File: config.mk
export PLATFORM = sky130hd
export DESIGN_NAME = fetch_unit
export DESIGN_NICKNAME = d
export VERILOG_FILES = /design/src/rtl/fetch_pkg.sv /design/src/rtl/fetch_fifo.sv /design/src/rtl/fetch_unit.sv
export SDC_FILE = /design/constraint.sdc
export NUM_CORES = 1
export LEC_CHECK = 0
export ABC_CLOCK_PERIOD_IN_PS = 11700
export BUFFER_PORTS_ARGS = -buffer_cell sky130_fd_sc_hd__buf_2
export CORE_MARGIN = 2
export CORE_UTILIZATION = 56
export DETAILED_ROUTE_END_ITERATION = 7
export PLACE_DENSITY = 0.83
export SETUP_SLACK_MARGIN = 0.3
export SYNTH_ARGS = -nofsm -noshare
export SYNTH_HDL_FRONTEND = slang
export SYNTH_SLANG_ARGS = --single-unit
File: constraint.sdc
create_clock -name clk -period 11.7 [get_ports clk]
set_input_delay 2.925 -clock clk [delete_from_list [all_inputs] [get_ports clk]]
set_output_delay 2.925 -clock clk [all_outputs]
set_load 0.01 [all_outputs]
File: src/rtl/fetch_pkg.sv
// Shared fetch constants and types.
// Imported by the fetch unit and its buffer.
package fetch_pkg;

  localparam logic [31:0] NOP = 32'h0000_0013;
  localparam logic [31:0] WORD_BYTES = 32'd4;

  typedef enum logic {
    BOOT = 1'b0,
    RUN  = 1'b1
  } state_t;

  typedef struct packed {
    logic [31:0] pc;
    logic [31:0] instr;
  } fetch_entry_t;

endpackage

File: src/rtl/fetch_fifo.sv
// Instruction buffer: DEPTH x 64 FIFO.
// Flush empties it; a simultaneous push is dropped.
module fetch_fifo #(
  parameter int DEPTH = 2
) (
  input  logic        clk,
  input  logic        rst_n,
  input  logic        push,
  input  logic [63:0] wdata,
  input  logic        pop,
  input  logic        flush,
  output logic [63:0] rdata,
  output logic        full,
  output logic        empty
);

  localparam int AW = $clog2(DEPTH);

  logic [63:0] mem [DEPTH];
  logic [AW:0] wp;
  logic [AW:0] rp;

  assign empty = (wp == rp);
  assign full  = (wp[AW] != rp[AW]) &&
                 (wp[AW-1:0] == rp[AW-1:0]);
  assign rdata = mem[rp[AW-1:0]];

  // Storage write; pointers below decide visibility.
  always_ff @(posedge clk) begin
    if (push && !flush)
      mem[wp[AW-1:0]] <= wdata;
  end

  // Pointer update; flush returns both to zero.
  always_ff @(posedge clk or negedge rst_n) begin
    if (!rst_n) begin
      wp <= '0;
      rp <= '0;
    end else if (flush) begin
      wp <= '0;
      rp <= '0;
    end else begin
      if (push) wp <= wp + 1'b1;
      if (pop)  rp <= rp + 1'b1;
    end
  end

endmodule

File: src/rtl/fetch_unit.sv
// Fetch unit: PC sequencing, redirect, buffer.
// One instruction per cycle into fetch_fifo.
module fetch_unit
  import fetch_pkg::*;
#(
  parameter logic [31:0] RESET_PC = 32'h0000_0000,
  parameter int          DEPTH    = 2
) (
  input  logic        clk,
  input  logic        rst_n,
  output logic [31:0] imem_addr,
  input  logic [31:0] imem_rdata,
  input  logic        redirect_valid,
  input  logic [31:0] redirect_pc,
  output logic        instr_valid,
  input  logic        instr_ready,
  output logic [31:0] instr,
  output logic [31:0] instr_pc,
  output logic        misalign
);

  localparam logic [31:0] PC0 =
    {RESET_PC[31:2], 2'b00};

  state_t       state;
  logic [31:0]  pc;
  logic         full;
  logic         empty;
  logic         pop;
  logic         push;
  logic         redir;
  fetch_entry_t wentry;
  fetch_entry_t head;

  assign imem_addr = {pc[31:2], 2'b00};

  // Handshake and push/redirect qualification.
  always_comb begin
    pop   = !empty && instr_ready;
    redir = (state == RUN) && redirect_valid;
    push  = (state == RUN) && !redirect_valid &&
            (!full || pop);
    wentry.pc    = imem_addr;
    wentry.instr = imem_rdata;
  end

  fetch_fifo #(
    .DEPTH(DEPTH)
  ) u_fifo (
    .clk  (clk),
    .rst_n(rst_n),
    .push (push),
    .wdata(wentry),
    .pop  (pop),
    .flush(redir),
    .rdata(head),
    .full (full),
    .empty(empty)
  );

  // Head presentation; NOP at reset PC when empty.
  always_comb begin
    instr_valid = !empty;
    instr       = empty ? NOP : head.instr;
    instr_pc    = empty ? PC0 : head.pc;
  end

  // Boot/run sequencing, PC and misalign pulse.
  always_ff @(posedge clk or negedge rst_n) begin
    if (!rst_n) begin
      state    <= BOOT;
      pc       <= PC0;
      misalign <= 1'b0;
    end else begin
      unique case (state)
        BOOT: begin
          state    <= RUN;
          misalign <= 1'b0;
        end
        RUN: begin
          misalign <= redir && (redirect_pc[1:0] != 2'b00);
          if (redir)
            pc <= {redirect_pc[31:2], 2'b00};
          else if (push)
            pc <= imem_addr + WORD_BYTES;
        end
        default: state <= BOOT;
      endcase
    end
  end

endmodule

=== Yosys cells after proc, flatten, opt, wreduce, memory -nomap -nowiden ===
Memories as Yosys holds them, arrays and structs flattened.
Index checks and enable logic that the tools add are counted.

* Bits in registers: 38
* Bits in latches: 0
* Bits in writable memories: 124
* ROM bits: 0
* Input bits: 68
* Output and inout bits: 98
* Word-level logic and storage cells: 40
* Memories kept: 1

{| class="wikitable"
|+ Memory list
! name !! depth !! width !! read ports !! clocked after memory_dff !! wr ports !! line !! RTL
|-
| u_fifo.mem || 2 || 62 || 1 || 0 || 1 || fetch_fifo.sv:19 || <nowiki>logic [63:0] mem [DEPTH];</nowiki>
|}

* $add $sub $neg: 3
* $mul: 0
* Div/mod/pow operators: 0
* Order comparisons: 0
* Equality and inequality tests: 3
* Shift operators: 0
* Multiplexer cells: 11
* Bitwise gates (word level): 1
* Reduce and logical (&&, ||, !) cells: 16

{| class="wikitable"
|+ Operator list
! kind !! number
|-
| $mux W32 || 4
|-
| $add A32 B3 Y32 const B || 1
|-
| $mux W2 || 4
|-
| $logic_and A1 B1 Y1 || 7
|-
| $reduce_bool A2 Y1 || 3
|-
| $add A2 B1 Y2 const B || 2
|-
| $logic_not A1 Y1 || 4
|-
| $eq A2 B2 Y1 || 1
|-
| $mux W1 || 2
|-
| $pmux W1 S2 || 1
|-
| $reduce_and A2 Y1 || 1
|-
| $eq A1 B1 Y1 || 1
|-
| $logic_or A1 B1 Y1 || 1
|-
| $ne A1 B1 Y1 || 1
|-
| $not A1 Y1 || 1
|}

=== Depth between registers and ports, before layout ===
Gate-level depths: netlist (run 1).

* Depth in word-level cells: 8
* Gate-level depth with buffers: 7

=== Modules after synthesis ===
From an unflattened synthesis (run 1), not the netlist that was laid out.

* Cells, all modules: 520
* Area total of the unflattened synthesis: 7329.5 µm²

{| class="wikitable"
|+ By module, submodules not included
! module !! times used !! cells each !! area each (µm²)
|-
| fetch_fifo || 1 || 220 || 4911.0
|-
| fetch_unit || 1 || 300 || 2418.6
|}

=== Worst setup path before layout (run 1) ===
OpenSTA, ideal clock, no wires.

* Kind: input-to-reg
* Start point: in redirect_valid
* End point: reg u_fifo.wp[1]
* Setup time: 85 ps
* Arrival time: 6548 ps
* Setup slack: 5066 ps
* Stages: 6
* Path buffers: 1
* Path through: nor2b_1 > o31ai_1 > clkbuf_1 > nor2_1 > o21ai_0 > o21ai_0

* Word-level cells in the longest chain between the ends: 4
* Elaborated cells between the ends (all ways): 6
* Classes of those cells: mux: 1; reduce/logical: 5

{| class="wikitable"
|+ RTL lines
! what !! line !! RTL
|-
| start, declared || fetch_unit.sv:13 || <nowiki>input logic redirect_valid,</nowiki>
|-
| $logic_not A1 Y1 || fetch_unit.sv:41 || <nowiki>push = (state == RUN) && !redirect_valid &&</nowiki>
|-
| $logic_and A1 B1 Y1 (2 in a row) || fetch_unit.sv:41 ||
|-
| $reduce_bool A2 Y1 (no source line) || n/a ||
|-
| end signal, assigned || fetch_fifo.sv:43 || <nowiki>if (push) wp <= wp + 1'b1;</nowiki>
|-
| end, declared || fetch_fifo.sv:20 || <nowiki>logic [AW:0] wp;</nowiki>
|}

Several ways; a longest one is shown, not always the timed one.
A chain may end at the register's enable or synchronous reset.

=== Worst setup path after layout (run 1) ===
* Start point: reg u_fifo.rp[0]
* End point: out instr[1]

* Word-level cells in the longest chain between the ends: 2
* Elaborated cells between the ends (all ways): 3
* Classes of those cells: eq/ne: 1; mux: 1; memory: 1

{| class="wikitable"
|+ RTL lines
! what !! line !! RTL
|-
| start, declared || fetch_fifo.sv:21 || <nowiki>logic [AW:0] rp;</nowiki>
|-
| start signal, assigned || fetch_fifo.sv:44 || <nowiki>if (pop) rp <= rp + 1'b1;</nowiki>
|-
| $mem_v2 Z2 W62 or $eq A2 B2 Y1 (tied branches) || n/a ||
|-
| $mux W32 * || fetch_unit.sv:64 || <nowiki>instr = empty ? NOP : head.instr;</nowiki>
|-
| end, declared || fetch_unit.sv:17 || <nowiki>output logic [31:0] instr,</nowiki>
|}

Mark *: on every way between the ends. The rest lies on a longest branch, timed or not.

==> flow_summary.toml, run 1 <==
[power]
switching_share_pct = 33.0
p_leak_nw = 3.29
seqPwrFrac_pct = 41.5
p_switching_w = 0.000635
vdd_drop_max_uv = 107
power.density_mw_per_mm2 = 235
p_clk_share_pct = 29.7
p_int_w = 0.00129
combPwrFrac_pct = 28.8

[placed_design]
gp_congestion = 0.860
hpwl_um = 9490
placed_area_sq_mm = 0.00758
post-place-ws_ns = 5.85
dp.cells = 780
port_buffers = 161

[route]
finalWirelength_um = 14700
route.antenna.remaining_nets = 0
route.detailed.drc = 13
vias_per_cell = 5.61
vias = 4559
drt_iter0_markers = 453
dr.pass1.iters = 7
detail_route.wl_per_cell_um = 18.1

[global_route]
grt_usage_pct = 23.3
grt_pass1_vias = 4379
globalRouteMet3Util_pct = 7.12
grt_max_degree = 67
antenna_found_initial = 0
grt_util_met1_pct = 32.3
grt_pass1_wl_um = 22700
grt_use_met2_pct = 36.1
top_usage_layer = "met2"
grt_overflow_total = 0

[finish]
fillers = 802
insertedDiodeCount = 0
drive_gt1_share_pct = 29.9
layout_common_cells = "buf_2, edfxtp_1, nor2_1, mux2i_1, nand2_1"
final_cells = 812
nets = 725
multiInputGateArea_sq_mm = 0.00192
design_area_sq_mm = 0.00819
ff_latch_area_sq_mm = 0.00463
area_growth_pct = 23.0
mostFrequentLayoutCell = "buf_2"

[synthesis]
synthesis.area_sq_mm = 0.00666
synth.avg_cell_area_sq_um = 13.3
yosys.cell_types.count = 37
synth.ff_latch_count = 160
yosysWarnings = 0
syn_inst = 499
ys_seq_area_share_pct = 69.4

[run]
timing.max_cap.violations = 0

[sta]
timing.final.hold_violations = 0
report.final.slew_viol_count = 0
period_share_pct = 53.3
post-route-min-period_ns = 6.23
setup_ws_ns = 5.47
final-setup-viol-count = 0
worstMarginPinSlew_ns = 1.14
fin_skew_ns = 0.00846
fmax_ghz = 0.160
slew-limit-headroom_pct = 23.8
rsz0062_at_grt = "false"
finalSetupTns_ns = 0

[min_path]
holdPathStages = 1
hold_path.class = "register to register"

[floorplan]
row_count = 39
die_h_um = 113
coreArea_sq_mm = 0.0115
start_util_pct = 57.8
die_x_um = 113
fp.dieArea_sq_mm = 0.0128
ioPinCount = 166

[cts]
clkTransAtPathRegs_ns = 0.06
cts-hold-fix-buffers = 0
htreeDepth = 4
root_buffer = "clkbuf_16"
cts_resized = 0
cts_made_buffers = 17
cts_setup_buffers = 0
cts_tree = "yes"
clkSinkCount = 160
clk_latency_ns = 0.42
ctsLongestPathBuffers = 2

[setup_path]
max_stage_delay_ns = 1.17
critPathBufInv = 2
cp_num_cells = 5
arrival_ns = 3.31
crit_chain = "xnor2_1, and2_2, inv_1, nand2_1, buf_2"
cp-start-kind = "register"
slowest_stage = "dfrtp_4"
critPathTopFamily = "flip-flops"
worstPathRequired_ns = 8.78
worst-setup-path-type = "register to output port"
crit_path_end_kind = "output port"
cp_max_fo = 66
reg2reg_depth = 5

[outcome]
status = "complete, but fails checks"
violations = "DRC"
## metrics by stage
stage	hold slack, ns	utilization, %	total power, W
global placement	0.490	65.8	0.00135
global route	0.592	71.2	0.00201
floorplan	0.471	-	0.00112
detailed placement	0.529	65.8	0.00136
finish	0.533	71.2	0.00192
CTS	0.531	71.2	0.00193
## synth_stat cells (all sizes together)
| master | instances | share of area, % |
|---|---|---|
| edfxtp | 124 | 56 |
| nor2 | 75 | 4.2 |
| mux2i | 62 | 9.3 |
| nand2 | 40 | 2.3 |
| dfrtp | 36 | 14 |
| o21ai | 26 | 2.0 |
| xnor2 | 17 | 2.2 |
| clkbuf | 16 | 0.90 |
| buf | 13 | 0.98 |
| nor4 | 11 | 1.0 |
| xor2 | 11 | 1.4 |
| nand3 | 10 | 0.90 |
| nand4 | 10 | 0.94 |
| a21oi | 7 | 0.53 |
| inv | 7 | 0.39 |
| nor3 | 5 | 0.38 |
| and3 | 4 | 0.38 |
| a31oi | 3 | 0.28 |
| and2 | 3 | 0.28 |
| or3 | 3 | 0.28 |
| or4 | 3 | 0.39 |
| conb | 2 | 0.11 |
| o211ai | 2 | 0.23 |
| a21o | 1 | 0.11 |
| a32oi | 1 | 0.13 |
| ha | 1 | 0.19 |
| nor2b | 1 | 0.094 |
| nor4b | 1 | 0.13 |
| o311ai | 1 | 0.13 |
| o31a | 1 | 0.13 |
| o31ai | 1 | 0.11 |
| or2 | 1 | 0.094 |
## flip-flops by register name, summed over array words and instances, names as in the netlist
name        cells
pc             30
state           1
u_fifo.wp       2
u_fifo.rp       2
u_fifo.mem    124
misalign        1
## layer usage
layer  routed length, um  vias up
li1                    -     2117
met1                6180     2175
met2                6940      241
met3                1320       26
met4                 229        0
met5                   0        -
## power by group through the flow
stage	sequential, W	clock, W	combinational [W]
final	0.000797	0.000571	0.000555
after global routing	0.000807	0.000600	0.000608
after CTS	0.000796	0.000574	0.000561
after detailed placement	0.000806	0	0.000558
after global placement	0.000800	0	0.000547
after floorplan	0.000751	0	0.000370
## path summary, 6_finish.rpt
path,from,endpoint,slack (ns)
min in group asynchronous,rst_n,pc[28],2.60
worst min-delay path,u_fifo.wp[1],u_fifo.wp[1],0.53
worst max register to register,u_fifo.rp[0],u_fifo.wp[0],8.21
worst max-delay path,u_fifo.rp[0],instr[1],5.47
max in group asynchronous,rst_n,u_fifo.rp[0],8.51
worst min register to register,u_fifo.wp[1],u_fifo.wp[1],0.53
## final cells by class
class | count | share of cell area [%]
Timing Repair Buffer | 164 | 10.1
Clock buffer | 21 | 5.50
Tap cell | 143 | 2.18
Inverter | 7 | 0.321
Clock inverter | 11 | 2.00
Multi-Input combinational cell | 306 | 23.4
Sequential cell | 160 | 56.5
## cells by family (layout without fill, tap and decap cells)
kind of cell	count (synthesis)	count (layout)	share of synthesized area, %
AND/OR/NAND/NOR	167	167	11.4
flip-flops	160	160	69.4
multiplexers	62	62	9.32
AO/OA/AOI/OAI	43	43	3.61
buffers and inverters	36	203	2.27
XOR/XNOR	28	28	3.68
other	2	5	0.113
adder cells (fa/ha/maj)	1	1	0.188
No activity file was read; power rests on OpenSTA's default activity.
==> inputs of run 2 (changes only) <==
--- a/config.mk
+++ b/config.mk
@@ -5,12 +5,13 @@
 export SDC_FILE = /design/constraint.sdc
 export NUM_CORES = 1
 export LEC_CHECK = 0
-export ABC_CLOCK_PERIOD_IN_PS = 11700
+export ABC_AREA = 1
+export ABC_CLOCK_PERIOD_IN_PS = 5220
 export BUFFER_PORTS_ARGS = -buffer_cell sky130_fd_sc_hd__buf_2
 export CORE_MARGIN = 2
-export CORE_UTILIZATION = 56
+export CORE_UTILIZATION = 49
 export DETAILED_ROUTE_END_ITERATION = 7
-export PLACE_DENSITY = 0.83
+export PLACE_DENSITY = 0.76
 export SETUP_SLACK_MARGIN = 0.3
 export SYNTH_ARGS = -nofsm -noshare
 export SYNTH_HDL_FRONTEND = slang
==> constraint.sdc (replaced) <==
create_clock -name clk -period 5.22 [get_ports clk]
set_input_delay 1.305 -clock clk [delete_from_list [all_inputs] [get_ports clk]]
set_output_delay 1.305 -clock clk [all_outputs]
set_load 0.01 [all_outputs]
==> run 2 against run 1 <==
Net effect: critical endpoint is now instr_pc[15]; critical path depth stayed put; the run now ends clean; via count is 26% higher; die area is 24% higher.
==> flow_summary.toml, run 2 <==
[sta]
fmax_ghz = 0.255
report.final.slew_viol_count = 0
post-route-min-period_ns = 3.93
whs_ns = 0.563
finalSetupTns_ns = 0
rsz0062_at_grt = "false"
slew-limit-headroom_pct = 29.6
timing.final.hold_violations = 0
setup_ws_ns = 1.29
fin_skew_ns = 0.00571
final-setup-viol-count = 0
worstMarginPinSlew_ns = 1.06
period_share_pct = 75.3

[setup_path]
rr_endpoint = "u_fifo.mem[0][11]"
max_stage_delay_ns = 0.77
worstPathRequired_ns = 3.91
reg2reg_slack_ns = 2.13
crit_path_end_kind = "output port"
worstSetupStartpoint = "u_fifo.rp[0]"
endpoint = "instr_pc[15]"
slowest_stage = "inv_2"
worst-setup-path-type = "register to output port"
reg2reg_from = "u_fifo.rp[0]"
cp-start-kind = "register"
crit_chain = "xnor2_1, nand2_2, inv_2, a21oi_1, buf_2"
arrival_ns = 2.62
cp_max_fo = 60
reg2reg_depth = 8

[synthesis]
synth_edf_count = 124
async_flop_share_pct = 22.5
yosysWarnings = 0
synthesis.area_sq_mm = 0.00725
yosysTopAreaCell = "edfxtp_1"
synth.avg_cell_area_sq_um = 9.45
ys_seq_area_share_pct = 63.7
synthTopCellsByArea = "edfxtp_1, nand2_1, dfrtp_1"
yosys.cell_types.count = 29
synth_most_common_cell = "nand2_1"
synth_top_area_share_pct = 51.3
ys_top_cells_by_count = "nand2_1, edfxtp_1, a21oi_1, inv_1, nand3_1"
syn_inst = 768
synth.ff_latch_count = 160
yosys_most_used_dff = "edfxtp_1"

[global_route]
grt_max_degree = 63
antenna_found_initial = 0
grt_use_met2_pct = 34.1
grt_usage_pct = 21.5
grt_overflow_total = 0
top_usage_layer = "met2"
globalRouteMet3Util_pct = 4.80
grt_pass1_wl_um = 26700
grt_pass1_vias = 5337
grt_util_met1_pct = 29.9

[finish]
area_growth_pct = 20.2
layout_common_cells = "nand2_1, buf_2, edfxtp_1, a21oi_1, inv_1"
mostFrequentLayoutCell = "nand2_1"
multiInputGateArea_sq_mm = 0.00224
nets = 989
largest_register_ffs = 124
drive_gt1_share_pct = 23.0
design_area_sq_mm = 0.00872
insertedDiodeCount = 0
ff_latch_area_sq_mm = 0.00463
fillers = 1250

[route]
drt_iter0_markers = 385
route.antenna.remaining_nets = 0
detail_route.wl_per_cell_um = 14.9
vias = 5734
dr.pass1.iters = 5
finalWirelength_um = 16600
vias_per_cell = 5.13
route.detailed.drc = 0

[floorplan]
coreArea_sq_mm = 0.0145
start_util_pct = 50.1
ioPinCount = 166
row_count = 44
die_h_um = 126
die_x_um = 126
fp.dieArea_sq_mm = 0.0158

[outcome]
status = "completed"

[cts]
htreeDepth = 4
cts_resized = 0
clkTransAtPathRegs_ns = 0.06
root_buffer = "clkbuf_16"
cts-hold-fix-buffers = 0
cts_made_buffers = 17
cts_setup_buffers = 0
ctsLongestPathBuffers = 2
clkSinkCount = 160
cts_tree = "yes"
clk_latency_ns = 0.41

[power]
power.density_mw_per_mm2 = 539
p_leak_nw = 3.82
vdd_drop_max_uv = 279
p_total_w = 0.00470

[placed_design]
hpwl_um = 11000
gp_congestion = 0.867
post-place-ws_ns = 1.53
port_buffers = 161
placed_area_sq_mm = 0.00815

[min_path]
hold_path.class = "register to register"

[run]
timing.max_cap.violations = 0
==> run 2: cell types whose count changed in the layout (fill, tap and decap cells not counted), sizes merged, moves of 4 or more <==
cell | before | now
xnor2 | 17 | 5
a21oi | 7 | 61
nand4 | 10 | 1
clkinv | 4 | 9
mux2i | 62 | 0
nand3 | 10 | 48
and3 | 4 | 0
o21ai | 26 | 33
inv | 7 | 56
nor3 | 5 | 0
xor2 | 11 | 2
nor4 | 11 | 0
nor2 | 75 | 50
nand2 | 40 | 306
==> run 2: cell families (layout without fill, tap and decap cells) <==
family	after synthesis	after routing	share of synthesized area, %
simple gates	411	411	23.0
flops	160	160	63.7
compound gates	95	95	6.57
buf+inv	92	254	5.57
xor+xnor	7	7	0.845
other cells	2	5	0.104
fa+ha+maj	1	1	0.172
==> run 2: area by class of cell <==
type	instances	share of cell area [%]
flip-flops and latches	160	53.1
well taps	184	2.64
inverters	57	2.48
clock buffers	20	5.12
multi-input cells	519	25.7
repair buffers	165	9.59
clock inverters	12	1.35
==> run 2: routing by layer <==
layer,routed length [um],part of all wire [%],up-vias
met4,248,1.5,0
met2,8090,49,229
li1,-,-,2814
met1,7160,43,2670
met3,1110,6.7,21
met5,0,0,-
==> run 2: where the power goes <==
part           total, W  switching [W]  internal (W)
registers       0.00189       0.000251       0.00164
clock network   0.00117       0.000463      0.000710
logic           0.00164        0.00107      0.000574
total           0.00470        0.00178       0.00292
==> run 2: how the worst min path moves through the flow <==
stage | depth (start not counted) | from | endpoint | slack (ns)
after floorplan | 2 | u_fifo.wp[1] | u_fifo.wp[1] | 0.50
after global placement | 2 | u_fifo.wp[1] | u_fifo.wp[1] | 0.53
after detailed placement | 2 | u_fifo.wp[1] | u_fifo.wp[1] | 0.55
after CTS | 2 | u_fifo.wp[1] | u_fifo.wp[1] | 0.57
after global routing | 2 | u_fifo.wp[1] | u_fifo.wp[1] | 0.61
final | 2 | u_fifo.wp[1] | u_fifo.wp[1] | 0.56
==> run 2: per-stage QoR <==
stage          util [%]  cells
6_report           60.2   1117
5_1_grt            60.2   1117
4_1_cts            60.2   1117
3_5_place_dp       56.3   1085
3_3_place_gp       56.3   1085
2_1_floorplan         -    771
==> run 2: critical path: cells and delay by family (launching register included) <==
kind / cells / cell delay [ns]
compound gates: 1 / 0.18
simple gates: 1 / 0.13
buf+inv: 2 / 0.98
flops: 1 / 0.71
xor+xnor: 1 / 0.19
==> inputs of run 3 (changes only) <==
--- a/config.mk
+++ b/config.mk
@@ -6,12 +6,12 @@
 export NUM_CORES = 1
 export LEC_CHECK = 0
 export ABC_AREA = 1
-export ABC_CLOCK_PERIOD_IN_PS = 5220
+export ABC_CLOCK_PERIOD_IN_PS = 3700
 export BUFFER_PORTS_ARGS = -buffer_cell sky130_fd_sc_hd__buf_2
 export CORE_MARGIN = 2
-export CORE_UTILIZATION = 49
+export CORE_UTILIZATION = 54
 export DETAILED_ROUTE_END_ITERATION = 7
-export PLACE_DENSITY = 0.76
+export PLACE_DENSITY = 0.8
 export SETUP_SLACK_MARGIN = 0.3
 export SYNTH_ARGS = -nofsm -noshare
 export SYNTH_HDL_FRONTEND = slang
==> constraint.sdc (replaced) <==
create_clock -name clk -period 3.7 [get_ports clk]
set_input_delay 0.925 -clock clk [delete_from_list [all_inputs] [get_ports clk]]
set_output_delay 0.925 -clock clk [all_outputs]
set_load 0.01 [all_outputs]
==> run 3 against run 2 <==
Net effect: via count is 0.63% higher; clock-buffer cell count stayed put; critical endpoint is now instr_pc[9]; die area is 9.0% lower.
==> flow_summary.toml, run 3 (synthesis results as in run 2) <==
[route]
route.antenna.remaining_nets = 0
route.detailed.drc = 0
vias_per_cell = 5.19
dr.pass1.iters = 5
vias = 5770
finalWirelength_um = 16500
detail_route.wl_per_cell_um = 14.8
drt_iter0_markers = 545

[finish]
layout_common_cells = "nand2_1, buf_2, edfxtp_1, a21oi_1, inv_1"
area_growth_pct = 22.0
fillers = 1045
ff_latch_area_sq_mm = 0.00463
largest_register_ffs = 124
multiInputGateArea_sq_mm = 0.00224
insertedDiodeCount = 0
design_area_sq_mm = 0.00885
final_util_pct = 67.1
mostFrequentLayoutCell = "nand2_1"
drive_gt1_share_pct = 23.2
final_cells = 1112
nets = 992

[power]
power.density_mw_per_mm2 = 786
p_clk_share_pct = 27.7
switching_share_pct = 36.7
p_leak_nw = 3.88
vdd_drop_max_uv = 380
combPwrFrac_pct = 34.2
p_switching_w = 0.00255
p_int_w = 0.00440
seqPwrFrac_pct = 38.1

[setup_path]
worst-setup-path-type = "register to output port"
cp_max_fo = 44
cp-start-kind = "register"
worstPathRequired_ns = 2.77
crit_path_end_kind = "output port"
reg2reg_depth = 9
arrival_ns = 2.35

[outcome]
status = "completed"

[cts]
clkSinkCount = 160
cts_setup_buffers = 0
clk_latency_ns = 0.43
root_buffer = "clkbuf_16"
htreeDepth = 4
cts_made_buffers = 17
clkTransAtPathRegs_ns = 0.06
cts_tree = "yes"
ctsLongestPathBuffers = 2

[sta]
fmax_ghz = 0.305
post-route-min-period_ns = 3.28
slew-limit-headroom_pct = 40.8
rsz0062_at_grt = "true"
final-setup-viol-count = 0
timing.final.hold_violations = 0
finalSetupTns_ns = 0
period_share_pct = 88.6
whs_ns = 0.557
fin_skew_ns = 0.0125
worstMarginPinSlew_ns = 0.887
report.final.slew_viol_count = 0

[floorplan]
coreArea_sq_mm = 0.0132
die_h_um = 120
die_x_um = 120
start_util_pct = 55.0
fp.dieArea_sq_mm = 0.0144
ioPinCount = 166
row_count = 42

[global_route]
grt_pass1_vias = 5333
grt_pass1_wl_um = 26200
antenna_found_initial = 0
grt_usage_pct = 23.9
grt_overflow_total = 0
grt_max_degree = 63

[placed_design]
dp.cells = 1080
placed_area_sq_mm = 0.00819
hpwl_um = 10700
port_buffers = 161
gp_congestion = 0.852

[min_path]
holdPathStages = 2
hold_path.class = "register to register"

[run]
timing.max_cap.violations = 0
==> run 3: critical path: stages (launching register included) <==
cell and delay [ns]:
dfrtp_2 0.63, xnor2_1 0.19, nand2_2 0.15, inv_2 0.29, buf_6 0.36, a21oi_1 0.13, buf_2 0.16
==> run 3: what timing repair did <==
item	4_1_cts	5_1_grt
hold buffers	0	0
endpoints found under the hold margin	0	0
resized for setup	0	3
endpoints found under the setup margin	0	43
==> run 3: routing by layer <==
metal  GRT usage (%)  part of all wire, %
met5               0                    0
met4            9.26                  2.2
met3            5.28                  7.2
met2            36.6                   47
met1            33.5                   44
==> run 3: layout make-up <==
cell class | count | share of cell area, %
flip-flops and latches | 160 | 52.3
clock buffers | 20 | 4.94
clock inverters | 12 | 2.42
inverters | 57 | 2.47
multi-input cells | 519 | 25.4
well taps | 176 | 2.49
repair buffers | 168 | 10.0
==> run 3: final timing paths <==
path / from / endpoint / slack (ns)
min in group asynchronous: rst_n / pc[14] / 0.62
worst max-delay path: u_fifo.rp[0] / instr_pc[9] / 0.42
worst max register to register: u_fifo.rp[0] / u_fifo.mem[0][54] / 0.85
worst min-delay path: u_fifo.wp[1] / u_fifo.wp[1] / 0.56
max in group asynchronous: rst_n / u_fifo.rp[0] / 2.47
worst min register to register: u_fifo.wp[1] / u_fifo.wp[1] / 0.56
==> run 3: through the flow <==
stage	worst slack, ns	power (W)
after floorplan	0.356	0.00407
after global placement	0.861	0.00498
after detailed placement	0.769	0.00504
after CTS	0.305	0.00697
after global routing	0.298	0.00734
final	0.420	0.00695
==> run 3: power by group through the flow <==
stage | Combinational, W | Clock, W | Sequential [W]
after detailed placement | 0.00236 | 0 | 0.00267
after CTS | 0.00238 | 0.00195 | 0.00264
after global placement | 0.00232 | 0 | 0.00266
final | 0.00238 | 0.00193 | 0.00265
after floorplan | 0.00147 | 0 | 0.00259
after global routing | 0.00262 | 0.00202 | 0.00270
